==> config.mk <==
export PLATFORM = sky130hd
export DESIGN_NAME = async_fifo_wr_arb
export DESIGN_NICKNAME = d
export VERILOG_FILES = /design/src/rtl/async_fifo_pkg.sv /design/src/rtl/async_fifo_rr_pick.sv /design/src/rtl/async_fifo_wr_arb.sv
export SDC_FILE = /design/constraint.sdc
export NUM_CORES = 1
export LEC_CHECK = 0
export CAP_MARGIN = 0
export CORE_UTILIZATION = 55
export DETAILED_ROUTE_END_ITERATION = 7
export PLACE_DENSITY = 0.87
export SYNTH_ARGS = -nofsm -noshare
export SYNTH_HDL_FRONTEND = slang
export SYNTH_SLANG_ARGS = --single-unit
==> constraint.sdc <==
create_clock -name wclk -period 13.1 [get_ports wclk]
set_clock_uncertainty 0.15 [all_clocks]
set_input_delay 2.62 -clock wclk [delete_from_list [all_inputs] [get_ports wclk]]
set_output_delay 2.62 -clock wclk [all_outputs]
set_load 0.02 [all_outputs]
==> src/rtl/async_fifo_pkg.sv <==
// Shared types and helpers for the async FIFO write-side arbiter and its round-robin picker.
// Pure declarations; no logic or timing of its own.
package async_fifo_pkg;

  typedef enum logic {IDLE = 1'b0, LOCKED = 1'b1} arb_state_e;

  localparam int MAX_NREQ = 16;

  function automatic int rr_next(input int idx, input int n);
    return (idx + 1) % n;
  endfunction

endpackage

==> src/rtl/async_fifo_rr_pick.sv <==
// Combinational round-robin picker: first set bit of req at or after rr_ptr, with wrap.
// Zero latency; no backpressure of its own, the caller decides whether to honour the grant.
module async_fifo_rr_pick #(
  parameter int NREQ = 4,
  parameter int IW   = $clog2(NREQ)
) (
  input  logic [NREQ-1:0] req,
  input  logic [IW-1:0]   rr_ptr,
  output logic [NREQ-1:0] gnt,
  output logic [IW-1:0]   gnt_idx,
  output logic            gnt_vld
);

  localparam logic [IW:0] N_W = (IW+1)'(NREQ);

  logic [IW:0] pos;

  // Walk NREQ slots starting at rr_ptr; pos stays below 2*NREQ so one subtract wraps it.
  always_comb begin
    gnt     = '0;
    gnt_idx = '0;
    gnt_vld = 1'b0;
    pos     = '0;
    for (int k = 0; k < NREQ; k++) begin
      pos = {1'b0, rr_ptr} + (IW+1)'(k);
      if (pos >= N_W) pos = pos - N_W;
      if (!gnt_vld && req[pos[IW-1:0]]) begin
        gnt_vld              = 1'b1;
        gnt_idx              = pos[IW-1:0];
        gnt[pos[IW-1:0]]     = 1'b1;
      end
    end
  end

endmodule

==> src/rtl/async_fifo_wr_arb.sv <==
// Packet-locked round-robin arbiter sharing one FIFO write port; accepted beat reaches push/wdata in the same cycle.
// full stalls everything: no ready, no push, no state change.
module async_fifo_wr_arb
  import async_fifo_pkg::*;
#(
  parameter int DWIDTH    = 8,
  parameter int NREQ      = 4,
  parameter int CNT_WIDTH = 16
) (
  input  logic                      wclk,
  input  logic                      reset_L,
  input  logic [NREQ-1:0]           req_valid,
  input  logic [NREQ*DWIDTH-1:0]    req_data,
  input  logic [NREQ-1:0]           req_last,
  output logic [NREQ-1:0]           req_ready,
  output logic                      push,
  output logic [DWIDTH-1:0]         wdata,
  input  logic                      full,
  output logic                      busy,
  output logic [$clog2(NREQ)-1:0]   lock_id,
  output logic [NREQ*CNT_WIDTH-1:0] pkt_cnt
);

  localparam int IW = $clog2(NREQ);

  arb_state_e           state_q, state_d;
  logic [IW-1:0]        rr_ptr_q, owner_q;
  logic [CNT_WIDTH-1:0] cnt_q [NREQ];

  logic [NREQ-1:0]      pick_gnt, grant_mask;
  logic [IW-1:0]        pick_idx, sel;
  logic                 pick_vld, accept, sel_last;
  logic [DWIDTH-1:0]    data_a [NREQ];

  for (genvar i = 0; i < NREQ; i++) begin : g_unpack
    assign data_a[i]                          = req_data[i*DWIDTH +: DWIDTH];
    assign pkt_cnt[i*CNT_WIDTH +: CNT_WIDTH]  = cnt_q[i];
  end

  async_fifo_rr_pick #(.NREQ(NREQ), .IW(IW)) u_pick (
    .req     (req_valid),
    .rr_ptr  (rr_ptr_q),
    .gnt     (pick_gnt),
    .gnt_idx (pick_idx),
    .gnt_vld (pick_vld)
  );

  always_ff @(posedge wclk or negedge reset_L) begin
    if (!reset_L) state_q <= IDLE;
    else          state_q <= state_d;
  end

  always_comb begin
    state_d = state_q;
    case (state_q)
      IDLE:    if (accept && !sel_last) state_d = LOCKED;
      LOCKED:  if (accept &&  sel_last) state_d = IDLE;
      default: state_d = IDLE;
    endcase
  end

  // While locked the owner keeps ready even when it has no beat, so nobody else slips in.
  always_comb begin
    sel        = (state_q == LOCKED) ? owner_q : pick_idx;
    grant_mask = (state_q == LOCKED) ? (NREQ'(1) << owner_q) : pick_gnt;
    req_ready  = (reset_L && !full) ? grant_mask : '0;
    accept     = |(req_ready & req_valid);
    sel_last   = req_last[sel];
    push       = accept;
    wdata      = accept ? data_a[sel] : '0;
  end

  always_ff @(posedge wclk or negedge reset_L) begin
    if (!reset_L) begin
      rr_ptr_q <= '0;
      owner_q  <= '0;
      for (int i = 0; i < NREQ; i++) cnt_q[i] <= '0;
    end else if (accept) begin
      if (state_q == IDLE) owner_q <= sel;
      if (sel_last) begin
        rr_ptr_q <= IW'(rr_next(int'(sel), NREQ));
        if (cnt_q[sel] != '1) cnt_q[sel] <= cnt_q[sel] + CNT_WIDTH'(1);
      end
    end
  end

  assign busy    = (state_q == LOCKED);
  assign lock_id = owner_q;

  a_ready_onehot: assert property (@(posedge wclk) disable iff (!reset_L) $onehot0(req_ready));
  a_push_is_accept: assert property (@(posedge wclk) disable iff (!reset_L) push == |(req_ready & req_valid));

endmodule
==> results of run 1 <==
[worst max-delay path: cells and delay by family]
kind | cells | cell delay [ns]
compound gates | 2 | 0.87
buf+inv | 3 | 1.84
simple gates | 5 | 0.75
[logic make-up after synthesis]
kind of cell / share of synthesized area (%)
AND/OR/NAND/NOR: 17.6
adder cells (fa/ha/maj): 2.93
XOR/XNOR: 2.39
flip-flops: 33.7
multiplexers: 23.5
AO/OA/AOI/OAI: 15.8
buffers and inverters: 4.08
[registers in the layout, indices dropped and copies added (netlist names), named ones only]
| signal | flops |
|---|---|
| pkt_cnt | 64 |
| lock_id | 2 |
| rr_ptr_q | 2 |
[final cells by class]
type | count | area share, %
multi-input combinational | 401 | 48.6
sequential | 69 | 26.3
timing repair buffer | 126 | 19.0
clock buffer | 10 | 2.09
tap | 108 | 2.06
clock inverter | 6 | 1.43
inverter | 10 | 0.571
[per-layer routing]
metal / track usage (%) / part of all wire (%) / up-vias
met1: 40.7 / 42 / 2305
met4: 10.4 / 3.0 / 0
met2: 50.7 / 48 / 256
met3: 6.60 / 7.7 / 66
met5: 0 / 0 / -
li1: - / - / 2105
[power by group]
part | internal [mW] | switching, mW | leakage (nW)
clock network | 0.114 | 0.0909 | 0.113
logic | 0.406 | 0.557 | 1.90
registers | 0.274 | 0.109 | 0.907
[cells in the mapped netlist (5+ instances only)]
library cell	number	area, µm²
a211oi_1	7	52.6
a21oi_1	21	105
a31oi_1	10	62.6
and3_1	18	113
buf_1	5	18.8
buf_2	8	40.0
clkbuf_1	10	37.5
dfrtp_1	69	1730
ha_1	12	150
inv_1	7	26.3
mux2_1	22	248
mux2_2	7	78.8
mux2_4	39	586
mux2i_1	21	210
nand2_1	64	240
nand3_1	37	185
nand3b_1	6	45.0
nor2_1	13	48.8
nor3_1	10	50.1
o21ai_0	14	70.1
o21ai_1	6	30.0
xnor2_1	10	87.6
[path summary, 6_finish.rpt]
check	cells past startpoint	from	to
max in group asynchronous	3	reset_L	pkt_cnt[55]$_DFFE_PN0P_
hold / removal	1	pkt_cnt[47]$_DFFE_PN0P_	pkt_cnt[47]$_DFFE_PN0P_
setup / recovery	10	req_valid[3]	wdata[7]
setup reg to reg	17	rr_ptr_q[0]$_DFFE_PN0P_	pkt_cnt[21]$_DFFE_PN0P_
hold reg to reg	1	pkt_cnt[47]$_DFFE_PN0P_	pkt_cnt[47]$_DFFE_PN0P_
min in group asynchronous	2	reset_L	pkt_cnt[7]$_DFFE_PN0P_
[through the flow]
step	setup slack (ns)	area [µm²]	util (%)	power, mW	hold WS, ns
CTS	4.32	6580	74.0	1.54	0.397
floorplan	5.44	5120	-	1.02	0.484
global placement	4.45	6340	71.3	1.30	0.357
finish	4.23	6580	74.0	1.55	0.392
detailed placement	4.33	6340	71.3	1.33	0.379
global route	4.10	6580	74.0	1.64	0.428
==> results.md, run 1 <==
* CP most frequent cell: clkdlybuf4s50_1
* Post-synthesis cell count at 511
* Status: finished with violations
* HP Class: flop to flop
* CTS buffer count at 9
* Sequential share of the synthesized area at roughly a third
* CP arrival at 6.10 ns
* Root buffer cell: clkbuf_8
* Share of cells above drive strength 1 at 14.3%
* Hold_buf cts at 0
* CTS tree: yes
* Skew-Pair Late Insertion Delay at 0.36 ns
* Drc violations at 7
* Final Wtd Congestion at ~0.9
* Rows at 34
* Max Cap Viol at 0
* Max Slew Vio Count at 0
* Starting density of the core at 57.6%
* Wire length per cell at 20.3 µm
* Critical path required time at 10.33 ns
* Failing checks: DRC
* Footprint of the multi-input gates at 3200 µm²
* Total track usage at 30.9%
* Vias in the first global route at ~4.6k
* RSZ-0062 raised after global routing: no
* Die area at approximately 9700 µm²
* # diodes at 0
* Via density at 6.48
* Clock Pin Slew Worst Setup and Hold Paths at 0.08 ns
* Die Height at about 100 µm
* Yosys warns at 0
* Slowest cell on crit path: clkdlybuf4s50_1
* Quantity of gates resized following cts at 0
* R2R Setup Slk at 7.33 ns
* Pwr/cell area at 236 nW/µm²
* Async SR Flop Fraction at 100%
* CP cell instances: clkdlybuf4s50_1, and3b_1, o21a_1, a211oi_4, nor2_4, inv_2, nand2_1, nand3_1, and3_1, clkdlybuf4s50_1
* Clock buffer depth at 2
* Post-synth EDFFs at 0
* Antenna-violating nets left at 0
* Layout fillers at 628
* Most used flip-flop cell after synthesis: dfrtp_1
* DR iter-0 viols at around 400
* Clk sinks at 69
* Critical path capture point type: primary output
* Synthesized cell area at slightly above 5000 µm²
* Post-CTS setup buffers at 0
* Critical path class: input pin to primary output
* Most common cell after layout, fill and taps aside: clkdlybuf4s50_1
* Core footprint at 8890 µm²
* Max Fanout on Critical Path at 34
* Slew of the pin with the lowest slew margin at 1.12 ns
* Htree depth at 3
* Layout Cells excl Fill at 730
* Max incr delay on CP at 0.74 ns
* First-pass GRT wire length at about 24000 µm
* Detailed placer's ending HPWL at 10300 µm
* Synth Register Bits at 69
* Max VDD drop at 0.000178 V
* Die X at 98.5 µm
* Most frequent cells in the layout: clkdlybuf4s50_1, dfrtp_1, nand2_1
* Pre-antenna DRT Iters at 8
* Fin crit period at ~8.9 ns
* Max-slew headroom at 25.0%
* GRT overflow at 0
* Final wirelength at 14800 µm
* Area delta synth->final at 28.3%
* Leak at between 2 and 3 nW
* Nets at approximately 670
* Placed insts at approximately 700
* Final Hold Viols at 0
* I/O pins at 123
* Setup TNS at 0 ns
* Initial antenna violation count at 0
* Final Cycle Share at 67.7%
* Avg Cell Area, Syn at 10.0 µm²
* # port buffers at about 120
* Critical Path Start Type: input pin
* Final setup viols at 0
* Vias at ~4.7k
* Fmax at 113 MHz
* Post-synthesis cell type count at 72
* Pin count of the biggest net entering global routing at 53
* FF+latch area at 1730 µm²
* Synthesized net count at around 570
No activity file was read; power rests on OpenSTA's default activity.
==> run 2, diff against run 1 <==
--- a/config.mk
+++ b/config.mk
@@ -6,9 +6,9 @@
 export NUM_CORES = 1
 export LEC_CHECK = 0
 export CAP_MARGIN = 0
-export CORE_UTILIZATION = 55
+export CORE_UTILIZATION = 51
 export DETAILED_ROUTE_END_ITERATION = 7
-export PLACE_DENSITY = 0.87
+export PLACE_DENSITY = 0.82
 export SYNTH_ARGS = -nofsm -noshare
 export SYNTH_HDL_FRONTEND = slang
 export SYNTH_SLANG_ARGS = --single-unit
==> constraint.sdc (replaced) <==
create_clock -name wclk -period 8.55 [get_ports wclk]
set_clock_uncertainty 0.15 [all_clocks]
set_input_delay 1.71 -clock wclk [delete_from_list [all_inputs] [get_ports wclk]]
set_output_delay 1.71 -clock wclk [all_outputs]
set_load 0.02 [all_outputs]
==> run 2 against run 1 <==
The flow now finishes without violations; sequential power grew 52%; setup slack lost 2.7 ns; combinational power grew 55%; flip-flop and latch count is the same; wire length grew 0.22%; register-to-register slack lost 4.7 ns; critical path type unchanged; critical endpoint is now wdata[1].
==> results.md, run 2 (synthesis gave the netlist of run 1 again) <==
* Die Height at 102 µm (was 98.5 µm)
* Quantity of gates resized following cts at 0 (unchanged)
* RSZ-0062 raised after global routing: no (unchanged)
* R2R Setup Slk at 2.68 ns (was 7.33 ns)
* Max Slew Vio Count at 0 (unchanged)
* CP arrival at 5.16 ns (was 6.10 ns)
* Nets at 671 (was 672)
* Max Cap Viol at 0 (unchanged)
* Die area at 10500 µm² (was 9710 µm²)
* Total track usage at 29.3% (was 30.9%)
* Slew of the pin with the lowest slew margin at 1.17 ns (was 1.12 ns)
* First-pass GRT wire length at 23400 µm (was 23800 µm)
* Final Hold Viols at 0 (unchanged)
* Hold_sp: pkt_cnt[47]$_DFFE_PN0P_ (unchanged)
* Worst setup path endpoint: wdata[1] (was wdata[7])
* # diodes at 0 (unchanged)
* Final wirelength at 14900 µm (was 14800 µm)
* GRT overflow at 0 (unchanged)
* Most common cell after layout, fill and taps aside: clkdlybuf4s50_1 (unchanged)
* Die X at 102 µm (was 98.5 µm)
* CTS tree: yes (unchanged)
* Hold_buf cts at 0 (unchanged)
* Wire length per cell at 19.8 µm (was 20.3 µm)
* Detailed placer's ending HPWL at 10200 µm (was 10300 µm)
* Area delta synth->final at 28.0% (was 28.3%)
* Final Wtd Congestion at 0.922 (was 0.917)
* I/O pins at 123 (unchanged)
* Reg2Reg Depth at 17 (unchanged)
* Vias in the first global route at 4409 (was 4602)
* Design Power at 2.34 mW (was 1.55 mW)
* Share of cells above drive strength 1 at 13.9% (was 14.3%)
* Vias at 4691 (was 4732)
* Drc violations at 0 (was 7)
* Root buffer cell: clkbuf_8 (unchanged)
* Max-slew headroom at 21.6% (was 25.0%)
* Worst r2r src: rr_ptr_q[0]$_DFFE_PN0P_ (unchanged)
* Crit path from: req_valid[3] (unchanged)
* Final Cycle Share at 82.1%
* Post-CTS setup buffers at 0 (unchanged)
* Via density at 6.23 (was 6.48)
* DR iter-0 viols at 456 (was 396)
* Final setup viols at 0 (unchanged)
* Rows at 36 (was 34)
* Clock buffer depth at 2 (unchanged)
* HP Class: flop to flop (unchanged)
* Initial antenna violation count at 0 (unchanged)
* Clk sinks at 69 (unchanged)
* Max VDD drop at 0.000288 V (was 0.000178 V)
* Core footprint at 9770 µm² (was 8890 µm²)
* Leak at 2.89 nW (was 2.92 nW)
* Pwr/cell area at 357 nW/µm² (was 236 nW/µm²)
* Critical path class: input pin to primary output (unchanged)
* Fin crit period at between 7 and 8 ns
* Max reg flops at 64 (unchanged)
* Htree depth at 3 (unchanged)
* Critical path capture point type: primary output (unchanged)
* # port buffers at 122 (unchanged)
* Fmax at around 140 MHz
* Skew-Pair Late Insertion Delay at 0.37 ns (was 0.36 ns)
* Critical Path Start Type: input pin (unchanged)
* R2r endpoint: pkt_cnt[33]$_DFFE_PN0P_ (was pkt_cnt[21]$_DFFE_PN0P_)
* Setup TNS at 0 ns (unchanged)
* Status: completed (was finished with violations)
* CTS buffer count at 9 (unchanged)
* Max Fanout on Critical Path at 34 (unchanged)
* Most frequent cells in the layout: clkdlybuf4s50_1, dfrtp_1, nand2_1 (unchanged)
* Pre-antenna DRT Iters at 5 (was 8)
* Critical path required time at 6.69 ns (was 10.33 ns)
* Clock Pin Slew Worst Setup and Hold Paths at 0.07 ns (was 0.08 ns)
* Antenna-violating nets left at 0 (unchanged)
* Pin count of the biggest net entering global routing at 70 (was 53)
* Starting density of the core at 52.4% (was 57.6%)
==> run 2: cell type report <==
type / count / area [µm²]
well taps: 133 / 166
clock buffers: 10 / 128
inverters: 10 / 37.5
flip-flops and latches: 69 / 1730
clock inverters: 5 / 62.6
fillers: 772 / 3220
repair buffers: 125 / 1240
multi-input cells: 401 / 3200
==> run 2: how the worst min path moves through the flow <==
stage	slack (ns)	cells after the start	to
2_1_floorplan	0.48	1	pkt_cnt[45]$_DFFE_PN0P_
3_3_place_gp	0.37	1	pkt_cnt[45]$_DFFE_PN0P_
3_5_place_dp	0.37	1	pkt_cnt[15]$_DFFE_PN0P_
4_1_cts	0.40	1	pkt_cnt[46]$_DFFE_PN0P_
5_1_grt	0.42	1	pkt_cnt[46]$_DFFE_PN0P_
6_report	0.40	1	pkt_cnt[47]$_DFFE_PN0P_
==> run 2: report_power, final <==
group          internal, mW  switching, mW
Clock                 0.134          0.132
Sequential            0.420          0.163
Combinational         0.622          0.867
==> run 2: worst max-delay path, cell delays in order <==
cell	delay [ns]
clkdlybuf4s50_1	0.71
and3b_1	0.24
o21a_1	0.24
a211oi_4	0.65
nor2_4	0.08
inv_2	0.50
nand2_1	0.13
nand3_1	0.10
and3_1	0.17
clkdlybuf4s50_1	0.61
==> run 2: stage by stage <==
step | util, % | worst slack [ns] | instances | hold slack (ns) | area [µm²]
2_1_floorplan | - | 2.71 | 511 | 0.484 | 5120
3_3_place_gp | 65.1 | 1.70 | 738 | 0.366 | 6370
3_5_place_dp | 65.1 | 1.61 | 738 | 0.372 | 6370
4_1_cts | 67.1 | 1.60 | 753 | 0.395 | 6560
5_1_grt | 67.1 | 1.31 | 753 | 0.423 | 6560
6_report | 67.1 | 1.53 | 753 | 0.397 | 6560
==> run 2: layer usage <==
metal | GRT usage (%) | wire (µm)
met3 | 3.69 | 959
met2 | 46.3 | 7230
met4 | 10.8 | 384
met1 | 41.3 | 6310
met5 | 0 | 0
==> run 3, diff against run 2 <==
--- a/config.mk
+++ b/config.mk
@@ -6,9 +6,9 @@
 export NUM_CORES = 1
 export LEC_CHECK = 0
 export CAP_MARGIN = 0
-export CORE_UTILIZATION = 51
+export CORE_UTILIZATION = 46
 export DETAILED_ROUTE_END_ITERATION = 7
-export PLACE_DENSITY = 0.82
+export PLACE_DENSITY = 0.78
 export SYNTH_ARGS = -nofsm -noshare
 export SYNTH_HDL_FRONTEND = slang
 export SYNTH_SLANG_ARGS = --single-unit
==> constraint.sdc (replaced) <==
create_clock -name wclk -period 5.8 [get_ports wclk]
set_clock_uncertainty 0.15 [all_clocks]
set_input_delay 1.16 -clock wclk [delete_from_list [all_inputs] [get_ports wclk]]
set_output_delay 1.16 -clock wclk [all_outputs]
set_load 0.02 [all_outputs]
==> run 3 against run 2 <==
Via count rose by 0.77%; first-iteration DRC count fell by 4.8%; global-route usage is 3.2 points lower; worst hold slack gained 0.0039 ns; power up 54%; non-clock buffer count is 8 higher; clock-buffer cell count fell by 1; die area rose by 11%; sequential power grew 47%; setup slack got worse by 1.4 ns; wire length grew 1.3%.
==> results.md, run 3 (synthesis gave the netlist of run 1 again) <==
* Status: completed (unchanged)
* Rows at 38 (was 36)
* Final Hold Viols at 0 (unchanged)
* Critical Path Start Type: input pin (unchanged)
* Max Fanout on Critical Path at 13 (was 34)
* Comb pwr share at 62.6% (was 63.7%)
* Most common cell after layout, fill and taps aside: clkdlybuf4s50_1 (unchanged)
* R2R Setup Slk at 0.70 ns (was 2.68 ns)
* Critical path class: input pin to primary output (unchanged)
* Flop pwr share at 23.8% (was 24.9%)
* Final setup viols at 0 (unchanged)
* Layout fillers at 925 (was 772)
* HP Class: flop to flop (unchanged)
* First-pass GRT wire length at 23700 µm (was 23400 µm)
* Max-slew headroom at 45.0% (was 21.6%)
* Max Cap Viol at 0 (unchanged)
* Clk pwr share at 13.5% (was 11.4%)
* I/O pins at 123 (unchanged)
* Fin crit period at 5.65 ns
* Total track usage at 26.1% (was 29.3%)
* # diodes at 0 (unchanged)
* CTS buffer count at 9 (unchanged)
* Root buffer cell: clkbuf_8 (unchanged)
* Max reg flops at 64 (unchanged)
* Hold path cells at 1 (unchanged)
* Final Cell Area at 6680 µm² (was 6560 µm²)
* Crit path from: req_valid[1] (was req_valid[3])
* Wire length per cell at 19.6 µm (was 19.8 µm)
* Core Util, Final at 61.6% (was 67.1%)
* Die area at 11600 µm² (was 10500 µm²)
* Final Wtd Congestion at 0.881 (was 0.922)
* R2r endpoint: pkt_cnt[3]$_DFFE_PN0P_ (was pkt_cnt[33]$_DFFE_PN0P_)
* Nets at 679 (was 671)
* DR iter-0 viols at 434 (was 456)
* Detailed placer's ending HPWL at 10700 µm (was 10200 µm)
* Reg2Reg Depth at 13 (was 17)
* Most frequent cells in the layout: clkdlybuf4s50_1, dfrtp_1, nand2_1 (unchanged)
* CP arrival at 4.34 ns (was 5.16 ns)
* Clock Pin Slew Worst Setup and Hold Paths at 0.07 ns (about the same)
* Placed Area at 6440 µm² (was 6370 µm²)
* Critical path capture point type: primary output (unchanged)
* # port buffers at 122 (unchanged)
* Antenna-violating nets left at 0 (unchanged)
* RSZ-0062 raised after global routing: no (unchanged)
* Setup TNS at 0 ns (unchanged)
* Critical path required time at 4.49 ns (was 6.69 ns)
* Core footprint at 10800 µm² (was 9770 µm²)
* Skew-Pair Late Insertion Delay at 0.36 ns (was 0.37 ns)
* Pre-antenna DRT Iters at 5 (unchanged)
* Via density at 6.15 (was 6.23)
* Initial antenna violation count at 0 (unchanged)
* Share of cells above drive strength 1 at 15.3% (was 13.9%)
* Vias in the first global route at 4623 (was 4409)
* Drc violations at 0 (unchanged)
* Pwr/cell area at 539 nW/µm² (was 357 nW/µm²)
* Switching share of total power at 48.2% (was 49.7%)
* Sw power at 1.74 mW (was 1.16 mW)
* Htree depth at 3 (unchanged)
* Max VDD drop at 0.000316 V (was 0.000288 V)
* Hold_buf cts at 0 (unchanged)
* Fmax at 177 MHz
* Starting density of the core at 47.3% (was 52.4%)
* Slew of the pin with the lowest slew margin at 0.823 ns (was 1.17 ns)
* Clock buffer depth at 2 (unchanged)
* Vias at 4727 (was 4691)
* CTS tree: yes (unchanged)
* Worst setup path endpoint: wdata[0] (was wdata[1])
* Pint at 1.87 mW (was 1.18 mW)
* Leak at 2.96 nW (was 2.89 nW)
* Worst r2r src: rr_ptr_q[0]$_DFFE_PN0P_ (unchanged)
* Die Height at 108 µm (was 102 µm)
* Area delta synth->final at 30.4% (was 28.0%)
* Final Cycle Share at 97.4%
* Clk sinks at 69 (unchanged)
* Final wirelength at 15100 µm (was 14900 µm)
* Pin count of the biggest net entering global routing at 57 (was 70)
* GRT overflow at 0 (unchanged)
* Max Slew Vio Count at 0 (unchanged)
* Die X at 108 µm (was 102 µm)
run 3: critical path: stages:
cell and delay [ns]:
clkdlybuf4s50_1 0.71, or3b_1 0.38, a2111o_1 0.48, a21boi_0 0.32, o311ai_1 0.14, nand4_2 0.31
and3_1 0.21, clkdlybuf4s50_1 0.62
run 3: what timing repair did:
action | 4_1_cts | 5_1_grt
buffers inserted | 0 | 0
setup endpoints to repair | 0 | 8
gates resized for setup | 0 | 1
run 3: layer usage:
| layer | up-vias | global-route usage [%] | wire, µm |
|---|---|---|---|
| li1 | 2126 | - | - |
| met1 | 2322 | 36.0 | 6480 |
| met2 | 235 | 42.0 | 7180 |
| met3 | 44 | 4.60 | 1140 |
| met4 | 0 | 6.95 | 289 |
| met5 | - | 0 | 0 |
run 3: cell type report:
| class | count | area (µm²) | area share [%] |
|---|---|---|---|
| Multi-Input combinational cell | 401 | 3200 | 47.9 |
| Sequential cell | 69 | 1730 | 25.8 |
| Timing Repair Buffer | 133 | 1300 | 19.4 |
| Tap cell | 140 | 175 | 2.62 |
| Clock buffer | 9 | 124 | 1.85 |
| Clock inverter | 7 | 121 | 1.82 |
| Inverter | 10 | 37.5 | 0.562 |
run 3: power groups by stage:
| stage | sequential, mW | clock [mW] | combinational, mW |
|---|---|---|---|
| after floorplan | 0.926 | 0 | 1.39 |
| after global placement | 0.854 | 0 | 2.17 |
| after detailed placement | 0.856 | 0 | 2.22 |
| after CTS | 0.852 | 0.494 | 2.24 |
| after global routing | 0.882 | 0.517 | 2.41 |
| final | 0.858 | 0.488 | 2.26 |
run 3: worst min path at each step:
| stage | end | startpoint | slack (ns) |
|---|---|---|---|
| final | pkt_cnt[47]$_DFFE_PN0P_ | pkt_cnt[47]$_DFFE_PN0P_ | 0.40 |
| after global routing | pkt_cnt[29]$_DFFE_PN0P_ | pkt_cnt[29]$_DFFE_PN0P_ | 0.42 |
| after CTS | pkt_cnt[45]$_DFFE_PN0P_ | pkt_cnt[45]$_DFFE_PN0P_ | 0.40 |
| after detailed placement | pkt_cnt[45]$_DFFE_PN0P_ | pkt_cnt[45]$_DFFE_PN0P_ | 0.38 |
| after global placement | pkt_cnt[47]$_DFFE_PN0P_ | pkt_cnt[47]$_DFFE_PN0P_ | 0.36 |
| after floorplan | pkt_cnt[45]$_DFFE_PN0P_ | pkt_cnt[45]$_DFFE_PN0P_ | 0.48 |
run 3: metrics by stage:
step	std cells	hold slack [ns]	worst slack, ns	power [mW]
finish	769	0.401	0.149	3.60
floorplan	511	0.484	0.657	2.31
detailed placement	753	0.376	0.194	3.07
CTS	769	0.403	0.186	3.58
global placement	753	0.361	0.210	3.02
global route	769	0.423	0.0174	3.81
